==> config.mk <==
export PLATFORM = sky130hd
export DESIGN_NAME = instr_sequencer
export DESIGN_NICKNAME = d
export VERILOG_FILES = /design/src/rtl/instr_sequencer.sv
export SDC_FILE = /design/constraint.sdc
export NUM_CORES = 1
export LEC_CHECK = 0
export CAP_MARGIN = 20
export CORE_MARGIN = 5
export CORE_UTILIZATION = 44
export CTS_CLUSTER_DIAMETER = 200
export CTS_CLUSTER_SIZE = 12
export DETAILED_ROUTE_END_ITERATION = 16
export HOLD_SLACK_MARGIN = 0.06
export PLACE_DENSITY = 0.84
export SYNTH_ARGS = -nofsm -noshare
export SYNTH_HDL_FRONTEND = slang
export SYNTH_SLANG_ARGS = --single-unit
==> constraint.sdc <==
create_clock -name clk -period 4.13 [get_ports clk]
set_input_delay 0.413 -clock clk [delete_from_list [all_inputs] [get_ports clk]]
set_output_delay 0.413 -clock clk [all_outputs]
set_load 0.03 [all_outputs]
==> src/rtl/instr_sequencer.sv <==
// instr_sequencer: fetch/decode/execute controller owning PC and IR.
// Ports: clk/rst, imem req/addr/valid/data, instr to ID, ID bs/ps/rw/mw,
//        datapath zero/br_off/bus_a, dmem_ready, exec/rw/mw strobes,
//        halt_req/halted, pc.
module instr_sequencer #(
    parameter int              PC_W     = 8,
    parameter logic [PC_W-1:0] RESET_PC = '0
) (
    input  logic            clk,
    input  logic            rst,
    output logic            imem_req,
    output logic [PC_W-1:0] imem_addr,
    input  logic            imem_valid,
    input  logic [16:0]     imem_data,
    output logic [16:0]     instr,
    input  logic [1:0]      bs,
    input  logic            ps,
    input  logic            zero,
    input  logic [PC_W-1:0] br_off,
    input  logic [PC_W-1:0] bus_a,
    input  logic            rw,
    input  logic            mw,
    input  logic            dmem_ready,
    output logic            exec_en,
    output logic            rw_en,
    output logic            mw_en,
    input  logic            halt_req,
    output logic            halted,
    output logic [PC_W-1:0] pc
);

    typedef enum logic [2:0] {
        S_IDLE,
        S_FETCH,
        S_DECODE,
        S_EXEC,
        S_HALT
    } state_t;

    state_t          state;
    state_t          state_nx;
    logic [16:0]     ir;
    logic [PC_W-1:0] next_pc;
    logic [PC_W-1:0] pc_inc;
    logic [PC_W-1:0] pc_br;
    logic            complete;

    assign pc_inc = pc + PC_W'(1);
    assign pc_br  = pc + br_off;

    // A memory write that the data memory has not accepted stalls EXEC.
    assign complete = (state == S_EXEC) && !(mw && !dmem_ready);

    always_comb begin
        next_pc = pc_inc;
        unique case (bs)
            2'b00: next_pc = pc_inc;
            2'b01: next_pc = (zero ^ ps) ? pc_br : pc_inc;
            2'b10: next_pc = bus_a;
            2'b11: next_pc = pc_br;
            default: next_pc = pc_inc;
        endcase
    end

    always_ff @(posedge clk) begin
        if (rst) begin
            state <= S_IDLE;
            pc    <= RESET_PC;
            ir    <= '0;
        end else begin
            state <= state_nx;
            if (state == S_FETCH && imem_valid)
                ir <= imem_data;
            if (complete)
                pc <= next_pc;
        end
    end

    always_comb begin
        state_nx  = state;
        imem_req  = 1'b0;
        exec_en   = 1'b0;
        rw_en     = 1'b0;
        mw_en     = 1'b0;
        halted    = 1'b0;
        unique case (state)
            S_IDLE: begin
                state_nx = halt_req ? S_HALT : S_FETCH;
            end
            S_FETCH: begin
                imem_req = 1'b1;
                if (imem_valid)
                    state_nx = S_DECODE;
            end
            S_DECODE: begin
                state_nx = S_EXEC;
            end
            S_EXEC: begin
                exec_en = 1'b1;
                mw_en   = mw;
                // Single register write per instruction, even across stalls.
                rw_en   = rw && complete;
                if (complete)
                    state_nx = halt_req ? S_HALT : S_FETCH;
            end
            S_HALT: begin
                halted = 1'b1;
                if (!halt_req)
                    state_nx = S_FETCH;
            end
            default: begin
                state_nx = S_IDLE;
            end
        endcase
    end

    assign imem_addr = pc;
    assign instr     = ir;

endmodule

==> results of run 1 <==
[worst max path at each step]
stage                     startpoint      endpoint  slack [ps]  depth (start not counted)
after floorplan             state[0]      instr[1]        2060                          5
after global placement     br_off[0]  imem_addr[6]        1720                          8
after detailed placement   br_off[0]  imem_addr[6]        1670                          8
after CTS                 dmem_ready         rw_en        1770                          4
after global routing      dmem_ready         rw_en        1730                          4
final                     dmem_ready         rw_en        1780                          4
[power groups by stage]
stage          sequential (uW)  combinational [uW]  clock (uW)
4_1_cts                    290                 156         216
6_report                   290                 156         212
5_1_grt                    292                 169         228
3_3_place_gp               296                 153           0
2_1_floorplan              312                63.1           0
3_5_place_dp               296                 155           0
[area by class of cell]
cell class | instances | share of cell area (%)
clock buffer | 3 | 1.629
timing repair buffer | 82 | 32.43
tap | 48 | 2.369
multi-input combinational | 171 | 39.68
clock inverter | 1 | 1.185
sequential | 28 | 22.11
inverter | 4 | 0.5923
[worst max-delay path, cell delays in order]
cell and delay, ps:
clkdlybuf4s50_1 450, nand2b_1 230, and3_1 180, clkdlybuf4s50_1 660
[metrics by stage]
stage | worst slack, ps | power (uW)
finish | 1778 | 658.0
floorplan | 2064 | 374.7
global route | 1734 | 688.5
global placement | 1718 | 448.9
detailed placement | 1666 | 451.4
CTS | 1772 | 662.1
[cells by family after synthesis]
group	share of synthesized area [%]
AOI/OAI and AO/OA	22.60
adders and majority gates	7.159
muxes	0.6711
DFF	33.41
xor gates and xnor gates	3.132
buffers and inverters	6.636
and+or+nand+nor	26.40
[per-layer routing]
metal | global-route usage [%] | wire, microns | share of wire, % | up-vias
met5 | 0 | 0 | 0 | -
met4 | 6.889 | 57 | 1.2 | 0
met3 | 1.823 | 327 | 7.2 | 4
met2 | 30.51 | 2190 | 48 | 77
met1 | 20.91 | 1995 | 44 | 789
li1 | - | - | - | 904
[sequential cells by signal, summed over array words and instances, names as in the netlist]
signal	flops
imem_addr	8
state	3
instr	17
[layout by cell type (no fill, tap or decap), types with 4 or more instances in the layout]
master	Yosys	layout
nor2_1	13	13
dfxtp_1	28	28
ha_1	8	8
inv_1	4	4
nand2_1	48	48
nand3_1	7	7
nor3_1	4	4
xor2_1	4	4
and2_1	5	5
a21oi_1	31	31
clkdlybuf4s50_1	0	81
==> impl_metrics.csv, run 1 <==
group,metric,value,unit
status,outcome,"finished clean",
sta,worst_pin_slew,593.6,ps
global_route,grt-ovfl-total,0,
pwr,ir_worst_vdd,185.5,uV
sta,holdWs,457.2,ps
clock_tree,cts_root_buffer,"clkbuf_8",
synth,syn_area,1678,sq um
die,dieWidth,71.75,microns
die,num_rows,22,
sta,fin_tns_setup,0,ps
place,dp_cells,332,
clock_tree,clkTransAtPathRegs,100,ps
pwr,switching_share,25.52,%
routing,final_antenna_net_count,0,
synth,ys.flop_type,"dfxtp_1",
routing,wire_per_inst,13.56,microns
pwr,sequentialPowerShare,44.1,%
synth,syn_nets,272,
sta,setup_violations,0,
synth,syn_area_per_cell,7.661,sq um
clock_tree,holdBufCountCts,0,
synth,synth_seq_area_share,33.41,%
clock_tree,clock_latency,270,ps
pwr,p_per_area,259.6,nW/um^2
die,core,3689,sq um
place,place.port_buffers,81,
clock_tree,cts_resized,0,
routing,drt_iter0_markers,95,
critical_path,cp.arrival,1940,ps
place,postPlaceCellArea,2452,sq um
clock_tree,htree_levels,1,
critical_path,end_kind,"primary output",
layout,drive_above_1_share,2.768,%
place,gp_congestion,0.9505,
critical_path,reg2reg_setup_slack,2080,ps
routing,viasPerCell,5.264,
critical_path,worst-path-max-fanout,7,
hold_path,holdPathEnd,"instr[4]",
routing,drc,0,
clock_tree,clk_path_buf_depth,2,
critical_path,reg2reg_depth,7,
hold_path,hp-class,"flip-flop to flip-flop",
synth,ys_types,45,
die,die_area,5148,sq um
synth,synthTopCellsByArea,"dfxtp_1 (33%), nand2_1 (11%), a21oi_1 (9.2%)",
layout,antennaDiodeCount,0,
critical_path,path_class,"input pin to primary output",
layout,areaGrowthSynthToFinish,51.08,%
pwr,p_int,490.1,uW
flow_run,maxCapViolations,0,
sta,slew_headroom,60.42,%
critical_path,crit_path_start_kind,"input pin",
synth,post-synth-top-count-cell,"nand2_1",
layout,layout.nets,343,
pwr,clkPwrFrac,32.2,%
critical_path,r2r_end,"imem_addr[6]",
routing,drt_pass1_iterations,5,
layout,multi_input_area,1006,sq um
synth,ys_top_cells_by_count,"nand2_1 (48), a21oi_1 (31), dfxtp_1 (28), nor2_1 (13), buf_4 (9)",
synth,syn_inst,219,
global_route,grt_pass1_vias,1729,
place,dp_hpwl,3.584,mm
sta,min_period,2352,ps
die,ios,82,
hold_path,hp-start,"instr[4]",
synth,synth_top_area_cell,"dfxtp_1",
synth,yosysWarnings,0,
synth,async_flop_share,0,%
die,die_h,71.75,microns
global_route,antenna_found_initial,0,
clock_tree,cts_tree,"built",
sta,fmax,425.1,MHz
die,start_util,45.49,%
critical_path,cp.required,3720,ps
synth,synth_seq_cells,28,
hold_path,worstHoldPathCells,2,
critical_path,rr_startpoint,"imem_addr[0]",
sta,finalHoldViolations,0,
global_route,grt_max_degree,33,
clock_tree,postCtsSetupRepairBufs,0,
global_route,grt_pass1_wl,7.334,mm
routing,wl,4.570,mm
synth,synth_edf_count,0,
sta,finalClockSkew,4.917,ps
clock_tree,cts.sinks,28,
layout,final_cells,337,
pwr,leakagePower,0.0009602,uW
sta,period_share,56.95,%
sta,finalMaxSlewViolations,0,
clock_tree,numCtsBuffers,3,
sta,rsz0062_at_grt,"no",
layout,final_util,68.72,%
synth,synth_top_area_share,33.41,%
layout,regArea,560.5,sq um
routing,vias,1774,
layout,stdcell_area,2535,sq um
pwr,pwr-share-comb,23.7,%
layout,n_fill_cell,329,
global_route,grt_usage,17.15,%
pwr,p_switching,167.9,uW
Power figures use the tool's default switching activity.
==> inputs of run 2 (changes only) <==
--- a/config.mk
+++ b/config.mk
@@ -7,12 +7,12 @@
 export LEC_CHECK = 0
 export CAP_MARGIN = 20
 export CORE_MARGIN = 5
-export CORE_UTILIZATION = 44
+export CORE_UTILIZATION = 40
 export CTS_CLUSTER_DIAMETER = 200
 export CTS_CLUSTER_SIZE = 12
 export DETAILED_ROUTE_END_ITERATION = 16
 export HOLD_SLACK_MARGIN = 0.06
-export PLACE_DENSITY = 0.84
+export PLACE_DENSITY = 0.77
 export SYNTH_ARGS = -nofsm -noshare
 export SYNTH_HDL_FRONTEND = slang
 export SYNTH_SLANG_ARGS = --single-unit
==> constraint.sdc (replaced) <==
create_clock -name clk -period 2.36 [get_ports clk]
set_input_delay 0.236 -clock clk [delete_from_list [all_inputs] [get_ports clk]]
set_output_delay 0.236 -clock clk [all_outputs]
set_load 0.03 [all_outputs]
==> run 2 against run 1 <==
Net effect: critical path type is now flip-flop to primary output; flip-flop and latch count unchanged; critical path depth fell by 1; first-iteration DRC count shrank 6.3%; sequential power rose by 75%.
==> impl_metrics.csv, run 2 (synthesized netlist as in run 1, its figures left out) <==
group,metric,value,unit
status,outcome,"finished clean",
critical_path,end_kind,"primary output",
clock_tree,cts_root_buffer,"clkbuf_8",
routing,drt_iter0_markers,89,
global_route,grt_max_degree,31,
place,postPlaceCellArea,2485,sq um
routing,wl,4.600,mm
die,dieWidth,74.77,microns
layout,stdcell_area,2556,sq um
hold_path,hp-class,"flip-flop to flip-flop",
clock_tree,holdBufCountCts,0,
die,die_h,74.77,microns
die,num_rows,23,
sta,setup_violations,0,
sta,holdWs,457.9,ps
sta,fmax,474.1,MHz
sta,period_share,89.38,%
die,die_area,5590,sq um
critical_path,r2r_end,"imem_addr[6]",
layout,antennaDiodeCount,0,
routing,drt_pass1_iterations,4,
sta,slew_headroom,53.47,%
hold_path,hp-start,"instr[0]",
sta,fin_tns_setup,0,ps
layout,n_fill_cell,367,
die,core,4029,sq um
routing,wire_per_inst,13.45,microns
critical_path,reg2reg_depth,7,
global_route,grt-ovfl-total,0,
die,ios,82,
layout,multi_input_area,1006,sq um
critical_path,cp.arrival,1870,ps
clock_tree,clk_path_buf_depth,2,
sta,finalClockSkew,2.253,ps
global_route,antenna_found_initial,0,
routing,drc,0,
layout,largest_reg_flops,17,
routing,vias,1745,
sta,rsz0062_at_grt,"no",
sta,finalMaxSlewViolations,0,
routing,viasPerCell,5.102,
sta,min_period,2109,ps
critical_path,cp.required,2120,ps
clock_tree,htree_levels,1,
layout,drive_above_1_share,3.767,%
pwr,fin_total_pwr,1157,uW
clock_tree,cts_tree,"built",
layout,areaGrowthSynthToFinish,52.35,%
clock_tree,numCtsBuffers,3,
routing,final_antenna_net_count,0,
layout,final_cell_mix,"clkdlybuf4s50_1 (81), nand2_1 (48), a21oi_1 (31)",
place,place.port_buffers,81,
die,start_util,41.65,%
global_route,grt_pass1_vias,1643,
sta,worst_pin_slew,697.9,ps
pwr,p_per_area,452.5,nW/um^2
clock_tree,cts.sinks,28,
layout,layout.nets,346,
critical_path,cp-endpoint,"rw_en",
place,gp_congestion,0.8901,
place,dp_hpwl,3.606,mm
critical_path,worst-path-max-fanout,7,
critical_path,rr_startpoint,"imem_addr[0]",
clock_tree,postCtsSetupRepairBufs,0,
layout,final_util,63.45,%
critical_path,path_class,"flip-flop to primary output",
critical_path,crit_path_start_kind,"flip-flop",
clock_tree,clock_latency,270,ps
layout,mostFrequentLayoutCell,"clkdlybuf4s50_1",
sta,finalHoldViolations,0,
global_route,grt_usage,16.40,%
clock_tree,cts_resized,0,
flow_run,maxCapViolations,0,
pwr,ir_worst_vdd,255.5,uV
global_route,grt_pass1_wl,7.362,mm
critical_path,reg2reg_setup_slack,310,ps
layout,regArea,560.5,sq um
pwr,leakagePower,0.0009750,uW
critical_path,worstSetupStartpoint,"state[1]",
clock_tree,clkTransAtPathRegs,90,ps
run 2: report_power, final:
part	leakage [uW]	internal [uW]	total, uW	switching, uW
clock	0.0000357	227	374	147
sequential	0.000227	491	507	15.6
combinational	0.000712	140	275	135
run 2: worst max-delay path: stages (launching register included):
cell and delay [ps]:
dfxtp_1 450, and3b_1 310, and3_1 180, clkdlybuf4s50_1 660
run 2: area by class of cell:
type,count,area share (%)
Tap cell,50,2.447
Clock buffer,3,1.615
Inverter,4,0.5874
Timing Repair Buffer,85,32.89
Multi-Input combinational cell,171,39.35
Clock inverter,1,1.175
Sequential cell,28,21.93
run 2: routing by layer:
metal  up-vias  global-route usage (%)  share of wire, %
met5         -                       0                 0
met4         0                   3.755                 0
met3         0                   2.403               8.0
met2        57                   29.66                48
met1       776                   20.54                44
li1        912                       -                 -
run 2: stage by stage:
stage	cells	setup WS [ps]
floorplan	219	294.3
global placement	338	141.7
detailed placement	338	71.05
CTS	342	258.6
global route	342	106.4
finish	342	250.7
run 2: worst min-delay path by stage:
stage | end | depth (start not counted) | slack, ps
2_1_floorplan | instr[0] | 2 | 370
3_3_place_gp | instr[5] | 2 | 440
3_5_place_dp | instr[0] | 2 | 450
4_1_cts | instr[0] | 2 | 460
5_1_grt | instr[0] | 2 | 480
6_report | instr[0] | 2 | 460
==> inputs of run 3 (changes only) <==
--- a/config.mk
+++ b/config.mk
@@ -5,14 +5,16 @@
 export SDC_FILE = /design/constraint.sdc
 export NUM_CORES = 1
 export LEC_CHECK = 0
+export ABC_AREA = 1
 export CAP_MARGIN = 20
 export CORE_MARGIN = 5
-export CORE_UTILIZATION = 40
+export CORE_UTILIZATION = 42
+export CTS_BUF_LIST = sky130_fd_sc_hd__clkbuf_16
 export CTS_CLUSTER_DIAMETER = 200
 export CTS_CLUSTER_SIZE = 12
 export DETAILED_ROUTE_END_ITERATION = 16
 export HOLD_SLACK_MARGIN = 0.06
-export PLACE_DENSITY = 0.77
+export PLACE_DENSITY = 0.78
 export SYNTH_ARGS = -nofsm -noshare
 export SYNTH_HDL_FRONTEND = slang
 export SYNTH_SLANG_ARGS = --single-unit
==> run 3 against run 2 <==
Net effect: utilization is 0.21 points higher; die area is 4.5% higher; critical path depth increased by 2; flip-flop and latch count unchanged; clock skew rose by 1.2 ps; sequential power is 28% higher; largest cell class unchanged.
==> impl_metrics.csv, run 3 <==
group,metric,value,unit
global_route,antenna_found_initial,0,
routing,vias,1931,
place,pre_cts_ws,395.7,ps
sta,setup_slack,421.9,ps
critical_path,critPathBufInv,2,
layout,antennaDiodeCount,0,
synth,post-synth-top-count-cell,"nand2_1",
clock_tree,numCtsBuffers,3,
layout,mostFrequentLayoutCell,"clkdlybuf4s50_1",
place,dp_hpwl,3.828,mm
critical_path,worst-path-max-fanout,4,
flow_run,maxCapViolations,0,
die,die_area,5844,sq um
pwr,leakagePower,0.001295,uW
synth,syn_area,1854,sq um
die,ios,82,
clock_tree,cts_tree,"built",
synth,synth_seq_area_share,30.23,%
routing,drt_iter0_markers,104,
critical_path,reg2reg_depth,11,
sta,finalClockSkew,3.429,ps
sta,period_share,82.12,%
clock_tree,postCtsSetupRepairBufs,0,
clock_tree,cts_root_buffer,"clkbuf_16",
layout,areaGrowthSynthToFinish,48.45,%
pwr,p_per_area,759.3,nW/um^2
synth,yosysWarnings,0,
critical_path,max_stage_delay,680,ps
critical_path,cp.required,2120,ps
sta,fmax,516.0,MHz
hold_path,hp-class,"flip-flop to flip-flop",
clock_tree,cts_resized,0,
place,place.port_buffers,81,
routing,wire_per_inst,11.89,microns
global_route,grt_usage,15.62,%
sta,slew_headroom,76.98,%
synth,syn_area_per_cell,6.718,sq um
die,dieWidth,76.45,microns
layout,largest_reg_flops,17,
die,die_h,76.45,microns
sta,finalMaxSlewViolations,0,
critical_path,cp.arrival,1700,ps
synth,ys.flop_type,"dfxtp_1",
clock_tree,htree_levels,1,
layout,drive_above_1_share,8.857,%
critical_path,crit_path_start_kind,"flip-flop",
status,outcome,"finished clean",
routing,viasPerCell,4.803,
layout,multi_input_area,1069,sq um
clock_tree,clk_path_buf_depth,2,
critical_path,critPathSlowestCell,"clkdlybuf4s50_1",
critical_path,path_cells,"inv_2, nor2_8, nand2_4, nor2_1, clkdlybuf4s50_1",
routing,drc,0,
sta,worst_pin_slew,344.2,ps
global_route,grt_pass1_vias,1825,
die,core,4324,sq um
layout,regArea,560.5,sq um
routing,final_antenna_net_count,0,
synth,syn_inst,276,
place,gp_congestion,0.8713,
clock_tree,holdBufCountCts,0,
critical_path,end_kind,"primary output",
global_route,grt-ovfl-total,0,
hold_path,worstHoldPathCells,2,
synth,synth_top_area_share,30.23,%
critical_path,crit_cells,5,
layout,final_cell_mix,"clkdlybuf4s50_1 (80), nand2_1 (63), nor2_1 (35)",
die,num_rows,24,
routing,drt_pass1_iterations,4,
synth,synth_top_area_cell,"dfxtp_1",
synth,ys_top_cells_by_count,"nand2_1 (63), nor2_1 (35), dfxtp_1 (28), inv_1 (28), o21ai_0 (27)",
pwr,ir_worst_vdd,642.3,uV
global_route,grt_max_degree,19,
routing,wl,4.779,mm
layout,layout.nets,404,
synth,synthTopCellsByArea,"dfxtp_1 (30%), nand2_1 (13%), o21ai_0 (7.3%)",
pwr,fin_total_pwr,2090,uW
sta,finalHoldViolations,0,
synth,async_flop_share,0,%
layout,n_fill_cell,383,
critical_path,path_class,"flip-flop to primary output",
sta,setup_violations,0,
sta,fin_tns_setup,0,ps
synth,synth_edf_count,0,
sta,rsz0062_at_grt,"no",
synth,syn_nets,329,
critical_path,cp_top_family,"buffers and inverters",
die,start_util,42.88,%
synth,ys_types,31,
synth,synth_seq_cells,28,
clock_tree,clock_latency,260,ps
sta,min_period,1938,ps
clock_tree,clkTransAtPathRegs,70,ps
global_route,grt_pass1_wl,7.969,mm
clock_tree,cts.sinks,28,
run 3: changes by cell type in the layout (fill, tap and decap cells not counted), sizes merged, moves of 5 or more:
cell,before,now
nor2,13,48
inv,4,31
o21ai,5,32
nand2,48,65
a21oi,31,20
nand3,7,15
and2,5,0
run 3: cell families (layout without fill, tap and decap cells):
| logic type | Yosys count | count (layout) | share of synthesized area, % |
|---|---|---|---|
| buffers and inverters | 46 | 120 | 12.14 |
| adder cells (fa/ha/maj) | 9 | 9 | 6.478 |
| flip-flops | 28 | 28 | 30.23 |
| AO/OA/AOI/OAI | 54 | 54 | 15.32 |
| XOR/XNOR | 6 | 6 | 2.834 |
| AND/OR/NAND/NOR | 133 | 133 | 33.00 |
run 3: final cells by class:
type / count / area share (%)
repair buffers: 84 / 30.18
clock buffers: 3 / 2.727
flip-flops and latches: 28 / 20.36
clock inverters: 1 / 1.091
multi-input cells: 202 / 38.82
inverters: 32 / 4.455
well taps: 52 / 2.364
run 3: routing by layer:
layer  track usage [%]  up-vias  routed length, microns
met5                 0        -                       0
met4             3.147        0                       0
met3             2.600        0                     203
met2             29.11       36                    2472
met1             18.57      873                    2102
li1                  -     1022                       -
run 3: path summary, 6_finish.rpt:
kind | from | end | slack [ps]
max | state[0] | mw_en | 420
min | instr[2] | instr[2] | 510
max reg2reg | imem_addr[0] | imem_addr[6] | 600
min reg2reg | instr[2] | instr[2] | 510
run 3: report_power, final:
| part | internal, uW | switching [uW] | leakage, uW |
|---|---|---|---|
| logic | 386 | 558 | 0.00102 |
| registers | 571 | 77.0 | 0.000228 |
| clock network | 338 | 160 | 0.0000511 |
| total | 1290 | 795 | 0.00130 |
run 3: tightest hold or removal path, cell delays in order (launching register included):
cell,delay [ps]
dfxtp_1,330
o21ai_1,70
nor2_1,70
run 3: through the flow:
stage | instances | utilization (%) | cell area (sq um) | hold slack, ps
2_1_floorplan | 276 | - | 1854 | 305.1
3_3_place_gp | 398 | 61.23 | 2648 | 486.9
3_5_place_dp | 398 | 61.23 | 2648 | 490.5
4_1_cts | 402 | 63.66 | 2753 | 510.2
5_1_grt | 402 | 63.66 | 2753 | 527.0
6_report | 402 | 63.66 | 2753 | 505.3
